**src/rtl/vsc_pkg.sv**
```systemverilog
// ============================================================================
//  Module   : vsc_pkg
//  Purpose  : Shared types, default constants and MISR step for the sweep stage
//  Revision : 1.0
// ============================================================================
`default_nettype none

package vsc_pkg;

    typedef enum logic [1:0] {
        IDLE  = 2'd0,
        DRIVE = 2'd1,
        EMIT  = 2'd2,
        DONE  = 2'd3
    } state_e;

    localparam int unsigned C_MAX_W    = 64;
    localparam logic [15:0] C_DEF_POLY = 16'h1021;
    localparam logic [15:0] C_DEF_SEED = 16'hFFFF;

    // Width-agnostic step: operands live in a wide container, masked to `width`.
    function automatic logic [C_MAX_W-1:0] misr_step(
        input logic [C_MAX_W-1:0] sig,
        input logic [C_MAX_W-1:0] data,
        input logic [C_MAX_W-1:0] poly,
        input int unsigned        width
    );
        logic [C_MAX_W-1:0] mask;
        logic [C_MAX_W-1:0] msb;
        logic [C_MAX_W-1:0] nxt;
        mask = (C_MAX_W'(1) << width) - C_MAX_W'(1);
        msb  = C_MAX_W'(1) << (width - 1);
        nxt  = (sig << 1) & mask;
        if ((sig & msb) != '0) begin
            nxt = nxt ^ poly;
        end
        return (nxt ^ data) & mask;
    endfunction

endpackage

`default_nettype wire

```
**src/rtl/vsc_misr.sv**
```systemverilog
// ============================================================================
//  Module   : vsc_misr
//  Purpose  : Signature register; seeds on load, compacts one word per enable
//  Revision : 1.0
// ============================================================================
`default_nettype none

module vsc_misr
    import vsc_pkg::*;
#(
    parameter int unsigned      SIG_W = 16,
    parameter logic [SIG_W-1:0] POLY  = SIG_W'(C_DEF_POLY),
    parameter logic [SIG_W-1:0] SEED  = '1
) (
    input  logic             CK,
    input  logic             reset,
    input  logic             load,
    input  logic [SIG_W-1:0] seed,
    input  logic             enable,
    input  logic [SIG_W-1:0] data,
    output logic [SIG_W-1:0] sig
);

    logic [SIG_W-1:0] sig_q;
    logic [SIG_W-1:0] sig_d;

    always_comb begin
        sig_d = sig_q;
        if (load) begin
            sig_d = seed;
        end else if (enable) begin
            sig_d = SIG_W'(misr_step(C_MAX_W'(sig_q), C_MAX_W'(data), C_MAX_W'(POLY), SIG_W));
        end
    end

    always_ff @(posedge CK) begin
        if (reset) begin
            sig_q <= SEED;
        end else begin
            sig_q <= sig_d;
        end
    end

    assign sig = sig_q;

endmodule

`default_nettype wire

```
**src/rtl/vector_sweep_capture.sv**
```systemverilog
// ============================================================================
//  Module   : vector_sweep_capture
//  Purpose  : Exhaustive input sweep with settle delay, record stream and MISR
//  Revision : 1.0
// ============================================================================
`default_nettype none

module vector_sweep_capture
    import vsc_pkg::*;
#(
    parameter int unsigned      N_IN   = 6,
    parameter int unsigned      N_OUT  = 1,
    parameter int unsigned      SETTLE = 1,
    parameter int unsigned      SIG_W  = 16,
    parameter logic [SIG_W-1:0] POLY   = SIG_W'(C_DEF_POLY),
    parameter logic [SIG_W-1:0] SEED   = '1
) (
    input  logic             CK,
    input  logic             reset,
    input  logic             start,
    output logic [N_IN-1:0]  vec,
    input  logic [N_OUT-1:0] resp,
    output logic             busy,
    output logic             done,
    output logic             rec_valid,
    input  logic             rec_ready,
    output logic [N_IN-1:0]  rec_vec,
    output logic [N_OUT-1:0] rec_resp,
    output logic [SIG_W-1:0] signature,
    output logic             sig_valid
);

    localparam int unsigned      CNT_W      = (SETTLE > 1) ? $clog2(SETTLE) : 1;
    localparam logic [CNT_W-1:0] C_CNT_LOAD = CNT_W'(SETTLE - 1);

    state_e           state_q, state_d;
    logic [N_IN-1:0]  vec_q, vec_d;
    logic [CNT_W-1:0] cnt_q, cnt_d;
    logic [N_IN-1:0]  rec_vec_q, rec_vec_d;
    logic [N_OUT-1:0] rec_resp_q, rec_resp_d;
    logic             sig_valid_q, sig_valid_d;
    logic             w_misr_load;
    logic             w_misr_en;

    always_ff @(posedge CK) begin
        if (reset) begin
            state_q     <= IDLE;
            vec_q       <= '0;
            cnt_q       <= '0;
            rec_vec_q   <= '0;
            rec_resp_q  <= '0;
            sig_valid_q <= 1'b0;
        end else begin
            state_q     <= state_d;
            vec_q       <= vec_d;
            cnt_q       <= cnt_d;
            rec_vec_q   <= rec_vec_d;
            rec_resp_q  <= rec_resp_d;
            sig_valid_q <= sig_valid_d;
        end
    end

    always_comb begin
        state_d     = state_q;
        vec_d       = vec_q;
        cnt_d       = cnt_q;
        rec_vec_d   = rec_vec_q;
        rec_resp_d  = rec_resp_q;
        sig_valid_d = sig_valid_q;
        w_misr_load = 1'b0;
        w_misr_en   = 1'b0;
        case (state_q)
            IDLE: begin
                if (start) begin
                    state_d     = DRIVE;
                    vec_d       = '0;
                    cnt_d       = C_CNT_LOAD;
                    sig_valid_d = 1'b0;
                    w_misr_load = 1'b1;
                end
            end
            DRIVE: begin
                if (cnt_q == '0) begin
                    rec_vec_d  = vec_q;
                    rec_resp_d = resp;
                    state_d    = EMIT;
                end else begin
                    cnt_d = cnt_q - CNT_W'(1);
                end
            end
            EMIT: begin
                if (rec_ready) begin
                    w_misr_en = 1'b1;
                    // Terminate on all-ones before incrementing so the counter never wraps.
                    if (vec_q == '1) begin
                        state_d = DONE;
                    end else begin
                        vec_d   = vec_q + N_IN'(1);
                        cnt_d   = C_CNT_LOAD;
                        state_d = DRIVE;
                    end
                end
            end
            DONE: begin
                sig_valid_d = 1'b1;
                state_d     = IDLE;
            end
            default: state_d = IDLE;
        endcase
    end

    always_comb begin
        busy      = (state_q != IDLE);
        done      = (state_q == DONE);
        rec_valid = (state_q == EMIT);
        vec       = vec_q;
        rec_vec   = rec_vec_q;
        rec_resp  = rec_resp_q;
        sig_valid = sig_valid_q;
    end

    vsc_misr #(
        .SIG_W (SIG_W),
        .POLY  (POLY),
        .SEED  (SEED)
    ) u_misr (
        .CK     (CK),
        .reset  (reset),
        .load   (w_misr_load),
        .seed   (SEED),
        .enable (w_misr_en),
        .data   (SIG_W'({rec_vec_q, rec_resp_q})),
        .sig    (signature)
    );

endmodule

`default_nettype wire

```
**config.mk**
```make
export PLATFORM = sky130hd
export DESIGN_NAME = vector_sweep_capture
export DESIGN_NICKNAME = d
export VERILOG_FILES = /design/src/rtl/vsc_pkg.sv /design/src/rtl/vsc_misr.sv /design/src/rtl/vector_sweep_capture.sv
export SDC_FILE = /design/constraint.sdc
export NUM_CORES = 1
export LEC_CHECK = 0
export CORE_AREA = 10 10 79 54
export DETAILED_ROUTE_END_ITERATION = 8
export DIE_AREA = 0 0 89 64
export MAX_ROUTING_LAYER = met4
export PLACE_DENSITY_LB_ADDON = 0.08
export SYNTH_ARGS = -nofsm -noshare
export SYNTH_HDL_FRONTEND = slang
export SYNTH_SLANG_ARGS = --single-unit
```
**constraint.sdc**
```tcl
create_clock -name CK -period 2.86 [get_ports CK]
set_input_delay 0.429 -clock CK [delete_from_list [all_inputs] [get_ports CK]]
set_output_delay 0.429 -clock CK [all_outputs]
set_load 0.05 [all_outputs]
```
==> flow_summary_export.csv <==
group,metric,value,unit
status,outcome,"finished, final reports clean",
routing,via_per_inst,5.37,
pwr,vdd_drop_max,0.358,mV
pwr,swShare,0.240,
timing,fin_hold_ws,471,ps
layout,n_fill_cell,230,
timing,rsz0062_at_grt,"no",
layout,syn_to_final_growth,37.5,%
pwr,power.leakage,0.785,nW
pwr,p_per_area,556,nW/um^2
floorplan,io-pin-count,38,
setup_path,r2r_slack,1010,ps
timing,hold_viol,0,
routing,vias,1220,
timing,fin_crit_sh,0.847,
setup_path,cp.arrival,1990,ps
global_routing,grt_pass1_vias,1085,
floorplan,die_x,89,um
synth,synth_seq_cells,32,
placement,portBuffers,37,
clock_network,postCtsHoldBufs,0,
routing,wl_met3,304,um
global_routing,grt_max_degree,27,
synth,synth-seq-area-share,0.463,
pwr,switchingPower,0.254,mW
placement,place_ws,757,ps
synth,netlist-cell-type-count,37,
routing,postRouteAntennaNets,0,
setup_path,r2r_cells,4,
synth,synth_edf_count,0,
layout,diodes,0,
global_routing,grt_usage,0.132,
routing,wl_per_cell,15.9,um
clock_network,cts_buffers,5,
pwr,p_int,0.805,mW
clock_network,cts_resized,0,
floorplan,fp.dieH,64,um
layout,nets,198,
routing,firstDrtPassIters,4,
setup_path,path_class,"reg2out",
synth,async_flop_share,0,
routing,top_layer,"met4",
pwr,p_clk_frac,0.445,
timing,worstMarginPinSlew,528,ps
synth,synth_area,1380,um^2
routing,drt_iter0_markers,158,
floorplan,rows,15,
synth,syn_inst,152,
global_routing,grt_pass1_wl,5.59,mm
routing,wl,3.60,mm
clock_network,cts_tree,"done",
synth,synth.area.top_cells,"dfxtp_1 46%, nand2_1 8.1%, mux2i_1 5.8%, xnor2_1 5.1%, o211ai_1 4.9%",
synth,ys.warnings.count,0,
setup_path,cp_cell_sequence,"nor2b_4 > clkdlybuf4s50_1",
timing,skew,6.05,ps
clock_network,clk_pin_slew_worst_paths,60,ps
worst_hold_path,worstHoldPathCells,1,
setup_path,crit_required,2430,ps
timing,finalWorstSetupSlack,437,ps
setup_path,endpoint_kind,"output port",
setup_path,slowest_delay,830,ps
setup_path,start_kind,"flop",
layout,drive_gt1_frac,0.104,
timing,fin_crit,2420,ps
floorplan,core_area,2800,um^2
routing,drc,0,
clock_network,clk_path_buf_depth,2,
timing,drv_slew,0,
synth,syn-mean-instance-area,9.10,um^2
synth,synth_top_flop_cell,"dfxtp_1",
routing,wl_met1,1.73,mm
floorplan,die-area,5700,um^2
placement,place_congestion,0.880,
placement,place_hpwl,2.61,mm
clock_network,post_cts_buffers,0,
timing,setup_violations,0,
flow_run,maxCapViolCount,0,
synth,synth.top_cell.area_share,0.463,
clock_network,numClockSinks,32,
clock_network,clk_latency,290,ps
floorplan,start_util,0.495,
timing,fin_setup_tns,0,ps
routing,wl_met2,1.51,mm
worst_hold_path,worstHoldPathType,"reg2reg",
timing,fmax,413,MHz
pwr,power_frac_comb,0.113,
synth,yosys.area.top_type,"dfxtp_1",
clock_network,h-tree-depth,2,
setup_path,slowest_stage,"clkdlybuf4s50_1",
clock_network,cts_root_buffer,"clkbuf_8",
global_routing,grt_overflow_total,0,
pwr,p_seq_frac,0.442,
global_routing,antenna_found_initial,0,
timing,slew_headroom,0.647,
setup_path,path_max_fanout,11,
synth,syn-num-nets,158,
## worst max-delay path, delay by kind of cell, from the launching register on
family	cells	cell delay [ps]
buf+inv	1	830
simple gates	1	290
flops	1	590
## worst paths after layout
check | end | start
worst max-delay path | rec_valid | state_q[1]
worst min-delay path | sig_valid | sig_valid
worst max register to register | vec[5] | state_q[1]
worst min register to register | sig_valid | sig_valid
## Yosys cell counts, types with 2 or more instances
| cell type | instances |
|---|---|
| a21oi_1 | 6 |
| nand3b_1 | 2 |
| clkbuf_1 | 3 |
| dfxtp_1 | 32 |
| xnor2_1 | 8 |
| nand2_1 | 30 |
| a211oi_1 | 2 |
| nor2_1 | 9 |
| o211ai_1 | 9 |
| o2bb2ai_1 | 3 |
| nand2_2 | 2 |
| mux2i_1 | 8 |
| nor3_1 | 3 |
| o21a_1 | 2 |
| nand3_1 | 11 |
## cell type report
class / instances / area (um^2) / area share
multi-input combinational: 112 / 698 / 0.367
clock buffer: 7 / 96.3 / 0.0506
clock inverter: 1 / 30.0 / 0.0158
sequential: 32 / 641 / 0.337
timing repair buffer: 39 / 385 / 0.202
inverter: 2 / 10.0 / 0.00526
tap: 34 / 42.5 / 0.0224
## cells by family after synthesis
kind of cell	Yosys count	share of synthesized area
AOI/OAI and AO/OA	28	0.149
xor gates and xnor gates	9	0.0570
and+or+nand+nor	66	0.231
DFF	32	0.463
buffers and inverters	8	0.0325
adders and majority gates	1	0.00904
muxes	8	0.0579
## per-layer routing
metal,vias to the layer above,track usage
met5,-,-
met4,0,0.0534
met3,7,0.0519
met2,46,0.173
met1,559,0.174
li1,608,-
## cells in the final DEF (no fill, tap or decap), drive strengths merged, types with 3 or more instances in the layout
| master | instances |
|---|---|
| a21oi | 7 |
| clkbuf | 7 |
| clkdlybuf4s50 | 37 |
| dfxtp | 32 |
| mux2i | 8 |
| nand2 | 32 |
| nand3 | 12 |
| nor2 | 10 |
| nor3 | 3 |
| o211ai | 9 |
| o2bb2ai | 3 |
| xnor2 | 8 |
## per-stage QoR
step	utilization	power (mW)	cells	instance area [um^2]
floorplan	-	0.559	152	1380
global placement	0.635	0.594	219	1780
global route	0.681	1.10	227	1900
detailed placement	0.635	0.597	219	1780
CTS	0.681	1.06	227	1900
finish	0.681	1.06	227	1900
## power groups by stage
stage	clock network, mW	registers (mW)	logic, mW
after detailed placement	0	0.477	0.119
final	0.471	0.468	0.120
after global placement	0	0.476	0.118
after global routing	0.499	0.469	0.127
after CTS	0.477	0.467	0.120
after floorplan	0	0.493	0.0654
## registers in the layout, summed over array words and instances (netlist names)
signal,flops
u_misr.sig,16
rec_vec,6
vec,6
state_q,2
rec_resp,1
sig_valid,1
Power figures use the tool's default switching activity.
